===== config.mk =====
export PLATFORM = sky130hd
export DESIGN_NAME = gate_exerciser_flat
export DESIGN_NICKNAME = d
export VERILOG_FILES = /design/src/rtl/gate_exer_pkg.sv /design/src/rtl/gate_exer_if.sv /design/src/rtl/gate_exer_settle_cnt.sv /design/src/rtl/gate_exerciser.sv /design/src/flat_wrapper.sv
export SDC_FILE = /design/constraint.sdc
export NUM_CORES = 1
export LEC_CHECK = 0
export CAP_MARGIN = 25
export CORE_MARGIN = 2
export CORE_UTILIZATION = 43
export DETAILED_ROUTE_END_ITERATION = 12
export PLACE_DENSITY = 0.72
export SLEW_MARGIN = 20
export SYNTH_ARGS = -nofsm -noshare
export SYNTH_HDL_FRONTEND = slang
export SYNTH_SLANG_ARGS = --single-unit

===== constraint.sdc =====
create_clock -name clk -period 1.55 [get_ports clk]
set_input_delay 0.31 -clock clk [delete_from_list [all_inputs] [get_ports clk]]
set_output_delay 0.31 -clock clk [all_outputs]
set_load 0.02 [all_outputs]

===== src/rtl/gate_exer_pkg.sv =====
// rtl/gate_exer_pkg.sv - shared FSM state type and expected-response function for gate exercisers
package gate_exer_pkg;

  localparam int GE_MAX_N = 32;

  typedef enum logic [1:0] {IDLE, DRIVE, CHECK, DONE} state_t;

  // Swap this function to exercise a different gate type; vectors are zero-extended to GE_MAX_N.
  function automatic logic [GE_MAX_N-1:0] expected_resp(input logic [GE_MAX_N-1:0] pattern);
    return ~pattern;
  endfunction

endpackage


===== src/rtl/gate_exer_if.sv =====
// rtl/gate_exer_if.sv - stimulus/response and status bundle between exerciser and gate bench
interface gate_exer_if #(
  parameter int N = 4
);
  logic         start;
  logic [N-1:0] dut_b;
  logic [N-1:0] drive_a;
  logic         busy;
  logic         done;
  logic         pass;
  logic [N:0]   err_count;
  logic [N-1:0] first_fail;

  modport master (
    input  start, dut_b,
    output drive_a, busy, done, pass, err_count, first_fail
  );

  modport slave (
    output start, dut_b,
    input  drive_a, busy, done, pass, err_count, first_fail
  );
endinterface


===== src/rtl/gate_exer_settle_cnt.sv =====
// rtl/gate_exer_settle_cnt.sv - SETTLE-cycle down-counter with load and zero flag
module gate_exer_settle_cnt #(
  parameter int SETTLE = 2
) (
  input  logic clk,
  input  logic rst,
  input  logic load,
  input  logic en,
  output logic zero
);

  localparam int            CW       = (SETTLE > 1) ? $clog2(SETTLE) : 1;
  localparam logic [CW-1:0] LOAD_VAL = CW'(SETTLE - 1);
  localparam logic [CW-1:0] ONE      = CW'(1);

  logic [CW-1:0] cnt;

  // Loading SETTLE-1 makes the zero flag rise on the SETTLE-th enabled cycle.
  always_ff @(posedge clk or posedge rst) begin
    if (rst) begin
      cnt <= '0;
    end else if (load) begin
      cnt <= LOAD_VAL;
    end else if (en && (cnt != '0)) begin
      cnt <= cnt - ONE;
    end
  end

  assign zero = (cnt == '0);

endmodule


===== src/rtl/gate_exerciser.sv =====
// rtl/gate_exerciser.sv - sweeps all 2^N patterns into a bus-inverter gate and checks its response (option: GATE_EXER_STOP_ON_FAIL_EN)
module gate_exerciser
  import gate_exer_pkg::*;
#(
  parameter int N      = 4,
  parameter int SETTLE = 2
) (
  input  logic        clk,
  input  logic        rst,
  gate_exer_if.master bus
);

  localparam logic [GE_MAX_N-1:0] MASK = {GE_MAX_N{1'b1}} >> (GE_MAX_N - N);
  localparam logic [N:0]          ONE  = (N + 1)'(1);

  state_t              state;
  logic [GE_MAX_N-1:0] pat_ext;
  logic [GE_MAX_N-1:0] dut_ext;
  logic [GE_MAX_N-1:0] exp_ext;
  logic                mismatch;
  logic                last_pat;
  logic                to_done;
  logic                cnt_load;
  logic                cnt_zero;

  always_comb begin
    pat_ext          = '0;
    pat_ext[N-1:0]   = bus.drive_a;
    dut_ext          = '0;
    dut_ext[N-1:0]   = bus.dut_b;
  end

  assign exp_ext  = expected_resp(pat_ext);
  assign mismatch = |((dut_ext ^ exp_ext) & MASK);
  // drive_a doubles as the pattern index: both start at 0 and step together.
  assign last_pat = &bus.drive_a;

`ifdef GATE_EXER_STOP_ON_FAIL_EN
  assign to_done = last_pat | mismatch;
`else
  assign to_done = last_pat;
`endif

  assign cnt_load = ((state == IDLE) && bus.start) || ((state == CHECK) && !to_done);

  gate_exer_settle_cnt #(
    .SETTLE (SETTLE)
  ) u_settle_cnt (
    .clk  (clk),
    .rst  (rst),
    .load (cnt_load),
    .en   (state == DRIVE),
    .zero (cnt_zero)
  );

  always_ff @(posedge clk or posedge rst) begin
    if (rst) begin
      state          <= IDLE;
      bus.drive_a    <= '0;
      bus.busy       <= 1'b0;
      bus.done       <= 1'b0;
      bus.pass       <= 1'b0;
      bus.err_count  <= '0;
      bus.first_fail <= '0;
    end else begin
      bus.done <= 1'b0;
      case (state)
        IDLE: begin
          if (bus.start) begin
            state          <= DRIVE;
            bus.busy       <= 1'b1;
            bus.drive_a    <= '0;
            bus.err_count  <= '0;
            bus.first_fail <= '0;
          end
        end
        DRIVE: begin
          if (cnt_zero) begin
            state <= CHECK;
          end
        end
        CHECK: begin
          if (mismatch) begin
            bus.err_count <= bus.err_count + ONE;
            if (bus.err_count == '0) begin
              bus.first_fail <= bus.drive_a;
            end
          end
          if (to_done) begin
            // pass is resolved here so it is already valid alongside the done pulse.
            state    <= DONE;
            bus.busy <= 1'b0;
            bus.done <= 1'b1;
            bus.pass <= !mismatch && (bus.err_count == '0);
          end else begin
            state       <= DRIVE;
            bus.drive_a <= bus.drive_a + 1'b1;
          end
        end
        DONE: begin
          state <= IDLE;
        end
        default: begin
          state <= IDLE;
        end
      endcase
    end
  end

endmodule


===== src/flat_wrapper.sv =====
// flat-port wrapper written by rule: the top's interface ports become plain ports
module gate_exerciser_flat import gate_exer_pkg::*;
#(
  parameter int N      = 4,
  parameter int SETTLE = 2
)
  (clk, rst, bus_start, bus_dut_b, bus_drive_a, bus_busy, bus_done, bus_pass, bus_err_count, bus_first_fail);
  gate_exer_if #(.N(N)) bus_i ();
  input  logic clk;
  input  logic rst;
  input wire logic [$bits(bus_i.start)-1:0] bus_start;
  input wire logic [$bits(bus_i.dut_b)-1:0] bus_dut_b;
  output wire logic [$bits(bus_i.drive_a)-1:0] bus_drive_a;
  output wire logic [$bits(bus_i.busy)-1:0] bus_busy;
  output wire logic [$bits(bus_i.done)-1:0] bus_done;
  output wire logic [$bits(bus_i.pass)-1:0] bus_pass;
  output wire logic [$bits(bus_i.err_count)-1:0] bus_err_count;
  output wire logic [$bits(bus_i.first_fail)-1:0] bus_first_fail;
  assign bus_i.start = bus_start;
  assign bus_i.dut_b = bus_dut_b;
  assign bus_drive_a = bus_i.drive_a;
  assign bus_busy = bus_i.busy;
  assign bus_done = bus_i.done;
  assign bus_pass = bus_i.pass;
  assign bus_err_count = bus_i.err_count;
  assign bus_first_fail = bus_i.first_fail;
  gate_exerciser #(.N(N), .SETTLE(SETTLE)) u_core (.clk(clk), .rst(rst), .bus(bus_i));
endmodule

## After elaboration in Yosys (flattened, before gate mapping)

Cells that the tools add are included.

| word-level totals | value |
|---|---|
| word-level logic and storage cells | 61 |
| bits in registers | 19 |
| input port bits | 7 |

| operators by class | value |
|---|---|
| reductions and logical operators | 19 |
| add/sub/neg operators | 3 |
| eq/ne operators | 9 |
| muxes and demuxes | 20 |
| bitwise operators | 2 |

Operator list:

| cell | number |
|---|---|
| $mux 4 | 4 |
| $pmux 4 s2 | 2 |
| $mux 5 | 2 |
| $pmux 5 s2 | 1 |
| $reduce_and 3->1 | 3 |
| $ne 2x2->1 const B | 4 |
| $pmux 2 s4 | 1 |
| $reduce_and 4->1 | 2 |
| $mux 1 | 6 |
| $mux 2 | 3 |
| $add 5x1->5 const B | 1 |
| $logic_not 5->1 | 1 |
| $reduce_and 5->1 | 1 |
| $add 4x1->4 const B | 1 |
| $eq 2x2->1 const B | 2 |
| $logic_and 1x1->1 | 4 |
| $ne 2x1->1 const B | 2 |
| $not 4->4 | 1 |
| $reduce_bool 2->1 | 2 |
| $reduce_or 4->1 | 1 |
| $xor 4x4->4 | 1 |
| $eq 2x1->1 const B | 1 |
| $logic_not 1->1 | 2 |
| $logic_not 2->1 | 1 |
| other kinds (4) | 4 |

## Depth between registers and ports, before layout

| logic depth | value |
|---|---|
| depth after elaboration | 5 |
| gate-level depth with buffers | 6 |

## By module

From an unflattened synthesis, not the netlist that was laid out.

| unflattened totals | value |
|---|---|
| cell total of the unflattened synthesis | 102 |
| area, all modules | 1,001.0 sq um |

By module, submodules not included:

| module | cells each | times used | area each (sq um) | seq. area each (sq um) |
|---|---|---|---|---|
| gate_exerciser | 98 | 1 | 957.2 | 450.4 |
| gate_exer_settle_cnt | 4 | 1 | 43.8 | 25.0 |

## Worst setup path after synthesis

Ideal clock, no wire load.

| timing | value |
|---|---|
| kind | register to register |
| start | register u_core.bus.drive_a[2] |
| end | register u_core.bus.err_count[4] |
| setup slack | -0.092 ns |
| arrival time | 1.524 ns |
| buffers on the path | 0 |
| required time | 1.432 ns |
| library setup time | 0.118 ns |
| cell stages (with the launch flop) | 5 |
| path through | dfrtp_1 xor2_2 a41oi_4 mux2_4 a21o_1 |

| between the ends | value |
|---|---|
| cells in the longest elaborated chain, start to end | 5 |

RTL lines:

| element | RTL line | text |
|---|---|---|
| start: declaration | gate_exer_if.sv:16 | `output drive_a, busy, done, pass, err_count, first_fail` |
| start signal: assignment | gate_exerciser.sv:97 | `bus.drive_a <= bus.drive_a + 1'b1;` |
| $not 4->4 | gate_exer_pkg.sv:10 | `return ~pattern;` |
| $xor 4x4->4 | gate_exerciser.sv:34 | `assign mismatch = \|((dut_ext ^ exp_ext) & MASK);` |
| $reduce_or 4->1 | gate_exerciser.sv:34 |  |
| $ne 2x1->1 (no source line) | -- |  |
| $reduce_and 3->1 (no source line) | -- |  |
| end signal: assignment | gate_exerciser.sv:84 | `bus.err_count <= bus.err_count + ONE;` |
| end: declaration | gate_exer_if.sv:16 |  |

Every way passes these cells.
A chain may end at the register's enable or synchronous reset.

## Worst setup path after layout

| timing | value |
|---|---|
| start | register u_core.bus.err_count[0] |
| end | register u_core.bus.first_fail[1] |

| between the ends | value |
|---|---|
| cells in the longest elaborated chain, start to end | 3 |

RTL lines:

| element | RTL line | text |
|---|---|---|
| $logic_not 5->1 | gate_exerciser.sv:85 | `if (bus.err_count == '0) begin` |
| $ne 2x2->1 (no source line) | -- |  |
| $reduce_and 4->1 (no source line) | -- |  |
| end signal: assignment | gate_exerciser.sv:86 | `bus.first_fail <= bus.drive_a;` |
| end: declaration | gate_exer_if.sv:16 |  |

Every way passes these cells.

==> flow_metrics.tcl <==
set metrics [dict create \
    run_status "finished with violations" \
    violations_in_the_final_reports "negative setup slack" \
    antennaDiodeCount 0 \
    areaGrowthSynthToFinish_pct 45.27 \
    netlist.area_leader.share 0.4929 \
    vias_in_the_first_global_route 813 \
    worstSkewPairLatency_ps 290 \
    netlist_area_before_placement_um2 964.7 \
    max_slew_margin 0.8222 \
    die-height_um 51.37 \
    synth_edf_count 0 \
    floorplan.initialDensity 0.4446 \
    vias_per_cell 5.144 \
    die_width_um 51.37 \
    slew_of_the_pin_with_the_lowest_slew_margin_ps 263.2 \
    crit_path_max_incr_delay_ps 500 \
    hpwl_um 1588 \
    detail_route.iter0.violations 17 \
    post-place-cells 156 \
    finalHoldViolCount 0 \
    root_buffer "clkbuf_4" \
    floorplan.die_area_mm2 0.002638 \
    syn_inst 94 \
    pin_count_of_the_biggest_net_entering_global_routing 20 \
    yosys_most_used_dff "dfrtp_1" \
    yosys_register_bits 19 \
    path_buf_inv 1 \
    mappedNetlistNets 104 \
    synthesis_warnings 0 \
    timing_max_transition_violations_final 0 \
    drt_first_pass_iters 4 \
    synth_sequential_area_ratio 0.4929 \
    drt-wirelength-per-cell_um 13.35 \
    core_footprint_mm2 0.002170 \
    finalCritPeriodShare 1.012 \
    synthMostInstantiatedCell "dfrtp_1" \
    yosys.cell_types.count 29 \
    critical_path_arrival_ps 1760 \
    finish.cell_count_without_fillers 160 \
    path_delay_family "simple AND/OR/NAND/NOR gates" \
    setup_violations 4 \
    row_count 17 \
    final_design_area_no_fill_mm2 0.001401 \
    gp_congestion 0.7192 \
    final_net_count 143 \
    cts.reportedPaths.clkPinSlew_ps 110 \
    timing.clock.skew_ps 4.557 \
    pre_cts_ws_ps -267.8 \
    grt_setup_unrepaired "yes" \
    detailroute.via_count 823 \
    layout_min_cycle_time_ps 1569 \
    critPathLaunchType "flip-flop" \
    clock_tree_from_tritoncts "built" \
    criticalPathCategory "flip-flop to flip-flop" \
    cts_hold_buf 0 \
    vdd_drop_max_v 0.0009558 \
    critical_path.endpoint_type "flip-flop" \
    synth_commonest_cells "dfrtp_1 (19), nand2_1 (10), nand3_1 (10), o21ai_0 (7)" \
    max_cap_viol_count 0 \
    async_flop_share 1.000 \
    synth_area_leaders "dfrtp_1 (49%), nand3_1 (5.2%), ha_1 (3.9%)" \
    worstHoldPathType "input pin to asynchronous set/reset pin" \
    grt_antenna_before_repair 0 \
    remaining_overflow_grt 0 \
    tritoncts_num_sinks 19 \
    fin_worst_hold_slack_ps 320.3 \
    numPortBuffers 22 \
    crit_path_top_delay_cell "or4b_4" \
    post-route-worst-setup-slack_ps -19.11 \
    dpl-instance-area_mm2 0.001346 \
    cp.required_ps 1740 \
    clock_path_buffers 2 \
    first_pass_grt_wire_length_um 3615 \
    postCtsSetupBuffers 0 \
    crit_chain "inv_2 > ha_4 > or4b_4 > nand2_4 > o21ai_4 > a22o_1" \
    antenna_left 0 \
    route.final.wire_length_um 2136 \
    ios 23 \
    grt_util_all_layers 0.1841 \
    worst-path-max-fanout 4 \
    cts_htree_levels 1 \
    fraction_of_layout_cells_with_a_size_suffix_above_1 0.2803 \
    drc 0 \
    timing.fmax_mhz 637.3 \
    cellPowerDensity_mw_per_mm2 1270 \
    synthesis.area_per_instance_um2 10.26 \
    synthDominantAreaCellType "dfrtp_1" \
    cts_buffers 3 \
    leak_pwr_nw 0.7304 \
]
-- cell families (layout without fill, tap and decap cells) --
group / count (synthesis) / count (layout) / share of synthesized area
DFF: 19 / 19 / 0.4929
AOI/OAI and AO/OA: 22 / 22 / 0.1751
adders and majority gates: 3 / 3 / 0.03891
xor gates and xnor gates: 6 / 6 / 0.07004
muxes: 1 / 1 / 0.01556
and+or+nand+nor: 36 / 36 / 0.1803
buffers and inverters: 7 / 45 / 0.02723
-- registers in the layout, summed over array words and instances (netlist names) --
register and cells:
u_core.bus.pass 1, u_core.bus.busy 1, u_core.bus.done 1, u_core.u_settle_cnt.cnt 1, u_core.state 2, u_core.bus.drive_a 4, u_core.bus.first_fail 4, u_core.bus.err_count 5
-- layer usage --
layer	global-route usage	wire length (um)	up-vias
met5	0	0	-
met4	0.07895	13	0
met3	0.02924	89	2
met2	0.2949	1044	23
met1	0.2462	988	384
li1	-	-	414
-- cell type report --
cell class | count | area, um^2
Fill cell | 185 | 768.2
Multi-Input combinational cell | 68 | 531.8
Sequential cell | 19 | 483.0
Timing Repair Buffer | 35 | 301.5
Tap cell | 28 | 35.03
Clock buffer | 3 | 22.52
Inverter | 6 | 22.52
Clock inverter | 1 | 5.005
-- stage by stage --
| stage | TNS, ps | total power [mW] | util |
|---|---|---|---|
| 3_3_place_gp | -1844 | 1.481 | 0.6205 |
| 2_1_floorplan | 0 | 1.159 | - |
| 4_1_cts | 0 | 1.727 | 0.6257 |
| 6_report | -42.58 | 1.780 | 0.6459 |
| 3_5_place_dp | -2128 | 1.506 | 0.6205 |
| 5_1_grt | -266.3 | 1.937 | 0.6459 |
-- tightest hold or removal path: cells and delay by family --
family	cells	cell delay [ps]
buf+inv	3	690
-- what timing repair did --
action	CTS	global route
pin swaps	0	2
resized for setup	16	8
endpoints found under the setup margin	17	7
-- power by group --
| group | switching [mW] | internal (mW) |
|---|---|---|
| sequential | 0.0990 | 0.588 |
| clock | 0.154 | 0.0959 |
| combinational | 0.455 | 0.388 |
| total | 0.708 | 1.07 |
-- placed cells by master, fill, tap and decap left out, types with 2 or more instances in the layout --
cell type	count
dlygate4sd2_1	15
buf_4	13
dfrtp_1	13
nand3_1	10
nand2_1	9
o21ai_0	7
clkdlybuf4s50_1	6
dfrtp_2	6
nor2_1	5
inv_1	4
a22o_1	4
xor2_2	3
a21o_1	3
clkbuf_4	3
nor3_1	2
o22ai_1	2
inv_2	2
ha_1	2
-- final timing paths --
kind                                             to  depth (start not counted)                    start  slack (ps)
min reg2reg                         u_core.bus.busy                          2          u_core.bus.busy         480
max reg2reg                u_core.bus.first_fail[1]                          6  u_core.bus.err_count[0]         -20
min                         u_core.bus.err_count[3]                          3                      rst         320
max in group asynchronous     u_core.bus.drive_a[0]                          3                      rst        1010
min in group clk                    u_core.bus.busy                          2          u_core.bus.busy         480
max                        u_core.bus.first_fail[1]                          6  u_core.bus.err_count[0]         -20
No activity file was read; power rests on OpenSTA's default activity.
